File: src/rtl/jtframe_sdram_pkg.sv
// Shared SDRAM definitions: bank count, bank index type and core bus widths,
// plus the request payload held in the arbiter's issue register.
package jtframe_sdram_pkg;

    localparam int unsigned NBANK = 4;
    localparam int unsigned SD_AW = 23;
    localparam int unsigned SD_DW = 32;
    localparam int unsigned SD_WW = 16;
    localparam int unsigned SD_MW = 2;

    typedef logic [1:0] bank_t;

    typedef struct packed {
        logic             rd;
        logic             wr;
        bank_t            ba;
        logic [SD_AW-1:0] addr;
        logic [SD_WW-1:0] din;
        logic [SD_MW-1:0] din_m;
    } sd_req_t;

endpackage

File: src/rtl/jtframe_sdram_bank_arb_if.sv
// Client-side and core-side signal bundle of the four-bank SDRAM arbiter.
// master = arbiter view, slave = clients plus bank core.
interface jtframe_sdram_bank_arb_if #(
    parameter int unsigned AW = 22
);
    import jtframe_sdram_pkg::*;

    logic [NBANK*AW-1:0]    cl_addr;
    logic [NBANK-1:0]       cl_rd;
    logic [NBANK-1:0]       cl_wr;
    logic [NBANK*SD_WW-1:0] cl_din;
    logic [NBANK*SD_MW-1:0] cl_din_m;
    logic [NBANK-1:0]       cl_ack;
    logic [NBANK-1:0]       cl_dst;
    logic [SD_DW-1:0]       cl_dout;
    logic                   rfsh_in;

    logic [SD_AW-1:0]       sd_addr;
    logic                   sd_rd;
    logic                   sd_wr;
    bank_t                  sd_ba;
    logic [SD_WW-1:0]       sd_din;
    logic [SD_MW-1:0]       sd_din_m;
    logic                   sd_rfsh_en;
    logic                   sd_ack;
    logic                   sd_rdy;
    bank_t                  sd_ba_rdy;
    logic [SD_DW-1:0]       sd_dout;

    modport master (
        input  cl_addr, cl_rd, cl_wr, cl_din, cl_din_m, rfsh_in,
        input  sd_ack, sd_rdy, sd_ba_rdy, sd_dout,
        output cl_ack, cl_dst, cl_dout,
        output sd_addr, sd_rd, sd_wr, sd_ba, sd_din, sd_din_m, sd_rfsh_en
    );

    modport slave (
        output cl_addr, cl_rd, cl_wr, cl_din, cl_din_m, rfsh_in,
        output sd_ack, sd_rdy, sd_ba_rdy, sd_dout,
        input  cl_ack, cl_dst, cl_dout,
        input  sd_addr, sd_rd, sd_wr, sd_ba, sd_din, sd_din_m, sd_rfsh_en
    );

endinterface

File: src/rtl/jtframe_sdram_rr4.sv
// Four-way picker: round-robin starting after ptr, or fixed priority with
// bank 0 highest when prio is set. Purely combinational.
module jtframe_sdram_rr4
    import jtframe_sdram_pkg::*;
(
    input  logic [NBANK-1:0] eligible,
    input  bank_t            ptr,
    input  logic             prio,
    output logic             valid,
    output bank_t            win
);

    bank_t idx;

    // Walk the search order backwards so the first candidate in order wins.
    always_comb begin
        valid = 1'b0;
        win   = '0;
        idx   = '0;
        for (int i = NBANK - 1; i >= 0; i--) begin
            idx = prio ? bank_t'(i) : bank_t'(ptr + bank_t'(i + 1));
            if (eligible[idx]) begin
                valid = 1'b1;
                win   = idx;
            end
        end
    end

endmodule

File: src/rtl/jtframe_sdram_bank_arb.sv
// Four-client arbiter in front of jtframe_sdram_bank_core: one client per bank,
// one outstanding access per bank, read data routed back by the core's ba_rdy tag.
module jtframe_sdram_bank_arb
    import jtframe_sdram_pkg::*;
#(
    parameter int unsigned AW   = 22,
    parameter int unsigned PRIO = 0
)(
    input  logic                    rst,
    input  logic                    clk,
    jtframe_sdram_bank_arb_if.master bus
);

    sd_req_t          req_q, req_d;
    logic [NBANK-1:0] busy, busy_d;
    logic [NBANK-1:0] issued, eligible;
    logic [NBANK-1:0] ack_q, ack_d, dst_q, dst_d;
    logic [SD_DW-1:0] dout_q, dout_d;
    logic             rfsh_q;
    bank_t            ptr, ptr_d, ptr_eff, win;
    logic             win_vld, active, ack_vld, grant_en;

    logic [AW-1:0]    addr_a [NBANK];
    logic [SD_WW-1:0] din_a  [NBANK];
    logic [SD_MW-1:0] mask_a [NBANK];

    for (genvar b = 0; b < NBANK; b++) begin : g_unpack
        assign addr_a[b] = bus.cl_addr[b*AW +: AW];
        assign din_a[b]  = bus.cl_din[b*SD_WW +: SD_WW];
        assign mask_a[b] = bus.cl_din_m[b*SD_MW +: SD_MW];
    end

    // The bank sitting in the issue register is excluded from the search.
    always_comb begin
        issued = '0;
        if (active) issued[req_q.ba] = 1'b1;
    end

    assign active   = req_q.rd | req_q.wr;
    assign ack_vld  = bus.sd_ack & active;
    assign grant_en = ~active | bus.sd_ack;
    assign ptr_eff  = ack_vld ? req_q.ba : ptr;
    assign eligible = (bus.cl_rd | bus.cl_wr) & ~busy & ~issued;

    jtframe_sdram_rr4 u_pick (
        .eligible (eligible),
        .ptr      (ptr_eff),
        .prio     (PRIO != 0),
        .valid    (win_vld),
        .win      (win)
    );

    // Next issue register: held until ack, reloaded from the winner otherwise.
    always_comb begin
        req_d = req_q;
        if (grant_en) begin
            req_d.rd = win_vld & bus.cl_rd[win] & ~bus.cl_wr[win];
            req_d.wr = win_vld & bus.cl_wr[win];
            if (win_vld) begin
                req_d.ba    = win;
                req_d.addr  = SD_AW'(addr_a[win]);
                req_d.din   = din_a[win];
                req_d.din_m = bus.cl_wr[win] ? mask_a[win] : '0;
            end
        end
    end

    // Completion clears busy before acceptance sets it, so both apply together.
    always_comb begin
        busy_d = busy;
        ack_d  = '0;
        dst_d  = '0;
        dout_d = dout_q;
        ptr_d  = ptr;
        if (bus.sd_rdy && busy[bus.sd_ba_rdy]) begin
            busy_d[bus.sd_ba_rdy] = 1'b0;
            dst_d[bus.sd_ba_rdy]  = 1'b1;
            dout_d                = bus.sd_dout;
        end
        if (ack_vld) begin
            busy_d[req_q.ba] = 1'b1;
            ack_d[req_q.ba]  = 1'b1;
            ptr_d            = req_q.ba;
        end
    end

    always_ff @(posedge clk or posedge rst) begin
        if (rst) begin
            req_q  <= '0;
            busy   <= '0;
            ack_q  <= '0;
            dst_q  <= '0;
            dout_q <= '0;
            rfsh_q <= 1'b0;
            ptr    <= 2'd3;
        end else begin
            req_q  <= req_d;
            busy   <= busy_d;
            ack_q  <= ack_d;
            dst_q  <= dst_d;
            dout_q <= dout_d;
            rfsh_q <= bus.rfsh_in;
            ptr    <= ptr_d;
        end
    end

    assign bus.sd_rd      = req_q.rd;
    assign bus.sd_wr      = req_q.wr;
    assign bus.sd_ba      = req_q.ba;
    assign bus.sd_addr    = req_q.addr;
    assign bus.sd_din     = req_q.din;
    assign bus.sd_din_m   = req_q.din_m;
    assign bus.sd_rfsh_en = rfsh_q;
    assign bus.cl_ack     = ack_q;
    assign bus.cl_dst     = dst_q;
    assign bus.cl_dout    = dout_q;

endmodule

File: src/flat_wrapper.sv
// flat-port wrapper written by rule: the top's interface ports become plain ports
module jtframe_sdram_bank_arb_flat import jtframe_sdram_pkg::*;
#(
    parameter int unsigned AW   = 22,
    parameter int unsigned PRIO = 0
)
  (rst, clk, bus_cl_addr, bus_cl_rd, bus_cl_wr, bus_cl_din, bus_cl_din_m, bus_rfsh_in, bus_sd_ack, bus_sd_rdy, bus_sd_ba_rdy, bus_sd_dout, bus_cl_ack, bus_cl_dst, bus_cl_dout, bus_sd_addr, bus_sd_rd, bus_sd_wr, bus_sd_ba, bus_sd_din, bus_sd_din_m, bus_sd_rfsh_en);
  jtframe_sdram_bank_arb_if #(.AW(AW)) bus_i ();
  input  logic rst;
  input  logic clk;
  input wire logic [$bits(bus_i.cl_addr)-1:0] bus_cl_addr;
  input wire logic [$bits(bus_i.cl_rd)-1:0] bus_cl_rd;
  input wire logic [$bits(bus_i.cl_wr)-1:0] bus_cl_wr;
  input wire logic [$bits(bus_i.cl_din)-1:0] bus_cl_din;
  input wire logic [$bits(bus_i.cl_din_m)-1:0] bus_cl_din_m;
  input wire logic [$bits(bus_i.rfsh_in)-1:0] bus_rfsh_in;
  input wire logic [$bits(bus_i.sd_ack)-1:0] bus_sd_ack;
  input wire logic [$bits(bus_i.sd_rdy)-1:0] bus_sd_rdy;
  input wire logic [$bits(bus_i.sd_ba_rdy)-1:0] bus_sd_ba_rdy;
  input wire logic [$bits(bus_i.sd_dout)-1:0] bus_sd_dout;
  output wire logic [$bits(bus_i.cl_ack)-1:0] bus_cl_ack;
  output wire logic [$bits(bus_i.cl_dst)-1:0] bus_cl_dst;
  output wire logic [$bits(bus_i.cl_dout)-1:0] bus_cl_dout;
  output wire logic [$bits(bus_i.sd_addr)-1:0] bus_sd_addr;
  output wire logic [$bits(bus_i.sd_rd)-1:0] bus_sd_rd;
  output wire logic [$bits(bus_i.sd_wr)-1:0] bus_sd_wr;
  output wire logic [$bits(bus_i.sd_ba)-1:0] bus_sd_ba;
  output wire logic [$bits(bus_i.sd_din)-1:0] bus_sd_din;
  output wire logic [$bits(bus_i.sd_din_m)-1:0] bus_sd_din_m;
  output wire logic [$bits(bus_i.sd_rfsh_en)-1:0] bus_sd_rfsh_en;
  assign bus_i.cl_addr = bus_cl_addr;
  assign bus_i.cl_rd = bus_cl_rd;
  assign bus_i.cl_wr = bus_cl_wr;
  assign bus_i.cl_din = bus_cl_din;
  assign bus_i.cl_din_m = bus_cl_din_m;
  assign bus_i.rfsh_in = bus_rfsh_in;
  assign bus_i.sd_ack = bus_sd_ack;
  assign bus_i.sd_rdy = bus_sd_rdy;
  assign bus_i.sd_ba_rdy = bus_sd_ba_rdy;
  assign bus_i.sd_dout = bus_sd_dout;
  assign bus_cl_ack = bus_i.cl_ack;
  assign bus_cl_dst = bus_i.cl_dst;
  assign bus_cl_dout = bus_i.cl_dout;
  assign bus_sd_addr = bus_i.sd_addr;
  assign bus_sd_rd = bus_i.sd_rd;
  assign bus_sd_wr = bus_i.sd_wr;
  assign bus_sd_ba = bus_i.sd_ba;
  assign bus_sd_din = bus_i.sd_din;
  assign bus_sd_din_m = bus_i.sd_din_m;
  assign bus_sd_rfsh_en = bus_i.sd_rfsh_en;
  jtframe_sdram_bank_arb #(.AW(AW), .PRIO(PRIO)) u_core (.rst(rst), .clk(clk), .bus(bus_i));
endmodule
File: config.mk
export PLATFORM = sky130hd
export DESIGN_NAME = jtframe_sdram_bank_arb_flat
export DESIGN_NICKNAME = d
export VERILOG_FILES = /design/src/rtl/jtframe_sdram_pkg.sv /design/src/rtl/jtframe_sdram_bank_arb_if.sv /design/src/rtl/jtframe_sdram_rr4.sv /design/src/rtl/jtframe_sdram_bank_arb.sv /design/src/flat_wrapper.sv
export SDC_FILE = /design/constraint.sdc
export NUM_CORES = 1
export LEC_CHECK = 0
export BUFFER_PORTS_ARGS = -buffer_cell sky130_fd_sc_hd__buf_2
export CAP_MARGIN = 15
export CORE_AREA = 2 2 115 117
export DETAILED_ROUTE_END_ITERATION = 12
export DIE_AREA = 0 0 117 119
export GPL_TIMING_DRIVEN = 0
export PLACE_DENSITY = 0.74
export SYNTH_ARGS = -nofsm -noshare
export SYNTH_HDL_FRONTEND = slang
export SYNTH_HIERARCHICAL = 1
export SYNTH_SLANG_ARGS = --single-unit
export TNS_END_PERCENT = 10
File: constraint.sdc
create_clock -name clk -period 4.2 [get_ports clk]
set_input_delay 0.42 -clock clk [delete_from_list [all_inputs] [get_ports clk]]
set_output_delay 0.42 -clock clk [all_outputs]
set_load 0.02 [all_outputs]
==> qor.txt <==
Post-synth EDFFs - 0
Later-pin clock latency in the skew report - 0.34 ns
Number of routed nets with antenna violations - 0
Crit. End Element - flop
Rel. slew slack - 53.85%
Global-route wire length before repair - 20420 um
Finished Cell Area - 6823 um2
Largest net degree at the start of global routing - 49
Hold-fix buffers at CTS - 0
CTS tree - done
Nets - 817
CTS root buffer - clkbuf_16
Htree depth - 3
Buffers on Ports - 291
TNS Setup - 0 ns
Final Max Tran Viols - 0
Pre-CTS setup slack - 0.6400 ns
Die ar. - 13920 um2
Ys async rst share - 100.0%
Vias/cell - 4.924
Main area contributors after synthesis - dfrtp_1, mux4_2, mux2_2
Final WS setup - 0.5872 ns
CTS buffer count - 9
Flops & latches, synth - 91
CP Launch Type - flop
Layout cells sized above 1 - 73.50%
Synth Warn # - 6
Power share of the clock group - 11.9%
Drt pass-1 iters - 4
Post-synthesis cell type count - 42
Worst Skew - 0.01184 ns
Hold Path Class - in2async
Peak supply drop - 0.4094 mV
Mapped Avg Cell Area - 15.97 um2
Run status - finished clean
Post-Synthesis Cell Area - 4823 um2
Post-CTS sizing - 0
Core Rows - 42
Core footprint - 12870 um2
Slew @ Worst Pin - 0.6870 ns
Comb power frac - 63.3%
Overall routing resource usage - 19.40%
Die Width - 117 um
Critical path arrival - 3.84 ns
Buffer levels on the longest clock path - 2
Mapped Cells - 302
Vias - 3900
Die Ht - 119 um
Finished Core Util - 52.99%
Io pins - 293
Internal power - 3.744 mW
Sw power - 2.481 mW
Total power - 6.225 mW
Pwr dens - 912.4 nW/um2
Number of antenna violations at the first check in global routing - 1
Vias in the first global route - 3924
Fillers - 1059
WL/cell - 17.49 um
FMAX - 276.8 MHz
Drc violations - 0
GRT Residual Overflow - 0
Placer Congestion - 0.8340
Period utilization - 86.02%
Yosys top cell by area - dfrtp_1
Sw frac - 39.86%
Worst EP required - 4.42 ns
Maximum capacitance violations - 0
LEAKAGE - 3.395 nW
Final hold viol count - 0
Top cell type's share of synthesized area - 46.17%
Initial Util - 37.46%
Crit path kind - reg2reg
RSZ-0062 raised after global routing - false
Crit Path Max Fanout - 10
Setup violations, final - 0
Sink Count - 91
Post-CTS Setup Bufs - 0
Clock slew at reported path FFs - 0.06 ns
Minimum clock period - 3.613 ns
Estimated wirelength of the detail-placed design - 11040 um
Seq/Total Area, Yosys - 47.26%
Ys flop type - dfrtp_1
Post-Route WL - 13850 um
Area after DPL - 6549 um2
Flop pwr share - 24.8%
DR iter-0 viols - 239
Layout area overhead - 41.45%
synthesized netlist by cell type (5+ instances only):
library cell	n
inv_1	12
nor3b_1	5
dfrtp_1	89
buf_2	8
mux2i_1	5
nand2_1	6
nor2_1	8
mux4_2	43
mux2_4	30
mux2_2	44
buf_6	5
nor3_1	6
power groups by stage:
stage               clock network (mW)  logic (mW)  registers [mW]
floorplan                            0        2.46            2.02
global placement                     0        3.87            1.53
detailed placement                   0        3.97            1.56
CTS                              0.773        3.98            1.55
global route                     0.799        4.21            1.60
finish                           0.741        3.94            1.54
path summary, 6_finish.rpt:
kind	from	endpoint	slack [ns]	cells after the start
setup / recovery	u_core/bus.sd_wr$_DFFE_PP0P_	u_core/bus.sd_addr[0]$_DFFE_PP0P_	0.59	11
hold reg to reg	u_core/bus.sd_addr[19]$_DFFE_PP0P_	u_core/bus.sd_addr[19]$_DFFE_PP0P_	0.50	1
min in group clk	bus_rfsh_in	u_core/bus.sd_rfsh_en$_DFF_PP0_	0.19	1
hold / removal	rst	u_core/bus.cl_dout[3]$_DFFE_PP0P_	0.15	2
setup reg to reg	u_core/bus.sd_wr$_DFFE_PP0P_	u_core/bus.sd_addr[0]$_DFFE_PP0P_	0.59	11
max in group asynchronous	rst	u_core/ptr[0]$_DFF_PP1_	3.37	3
state kept, by name, summed over array words and instances, names as in the netlist:
signal	flops
u_core/bus.sd_rd	1
u_core/bus.sd_wr	1
u_core/busy	4
u_core/bus.sd_rfsh_en	1
u_core/bus.cl_dst	4
u_core/bus.cl_dout	32
u_core/ptr	2
u_core/bus.sd_din	16
u_core/bus.cl_ack	4
u_core/bus.sd_addr	22
u_core/bus.sd_din_m	2
u_core/bus.sd_ba	2
cell usage in the layout, fill, tap and decap left out, types with 6 or more instances in the layout:
cell	instances
mux2_4	30
nor3_1	6
dfrtp_1	89
conb_1	6
nor2_1	8
inv_1	11
buf_2	299
nand2_1	6
mux4_2	43
mux2_2	44
clkbuf_16	9
stage by stage:
step | hold WS, ns | std cells
after floorplan | 0.4514 | 307
after global placement | 0.4839 | 774
after detailed placement | 0.4876 | 775
after CTS | 0.1541 | 791
after global routing | 0.1783 | 791
final | 0.1499 | 792
logic make-up after synthesis:
logic type	Yosys count	share of synthesized area (%)
other	1	0.07775
DFF	91	47.26
buffers and inverters	33	4.669
AOI/OAI and AO/OA	18	2.827
muxes	122	40.73
and+or+nand+nor	37	4.436
layer usage:
layer,global-route usage (%),part of all wire [%]
met2,34.90,52
met3,4.173,7.8
met5,0,0
met4,6.176,1.5
met1,22.73,39
critical path: stages, from the launching register on:
cell and delay, ns:
dfrtp_1 0.41, o21ai_1 0.44, mux2_2 0.41, buf_2 0.17
mux2i_1 0.16, o211ai_2 0.21, nor3_1 0.07, a311oi_1 0.33
buf_6 0.22, buf_6 0.24, mux4_2 0.55, mux2_2 0.27
cell type report:
| cell class | count | area, um2 | area share [%] |
|---|---|---|---|
| antenna | 1 | 2.502 | 0.03668 |
| inverter | 12 | 47.55 | 0.6969 |
| sequential | 91 | 2280 | 33.41 |
| multi-input combinational | 183 | 2337 | 34.26 |
| timing repair buffer | 292 | 1484 | 21.75 |
| buffer | 21 | 180.2 | 2.641 |
| clock inverter | 6 | 42.54 | 0.6235 |
| tap | 176 | 220.2 | 3.228 |
| clock buffer | 10 | 229.0 | 3.356 |
(Power assumes the default switching activity.)
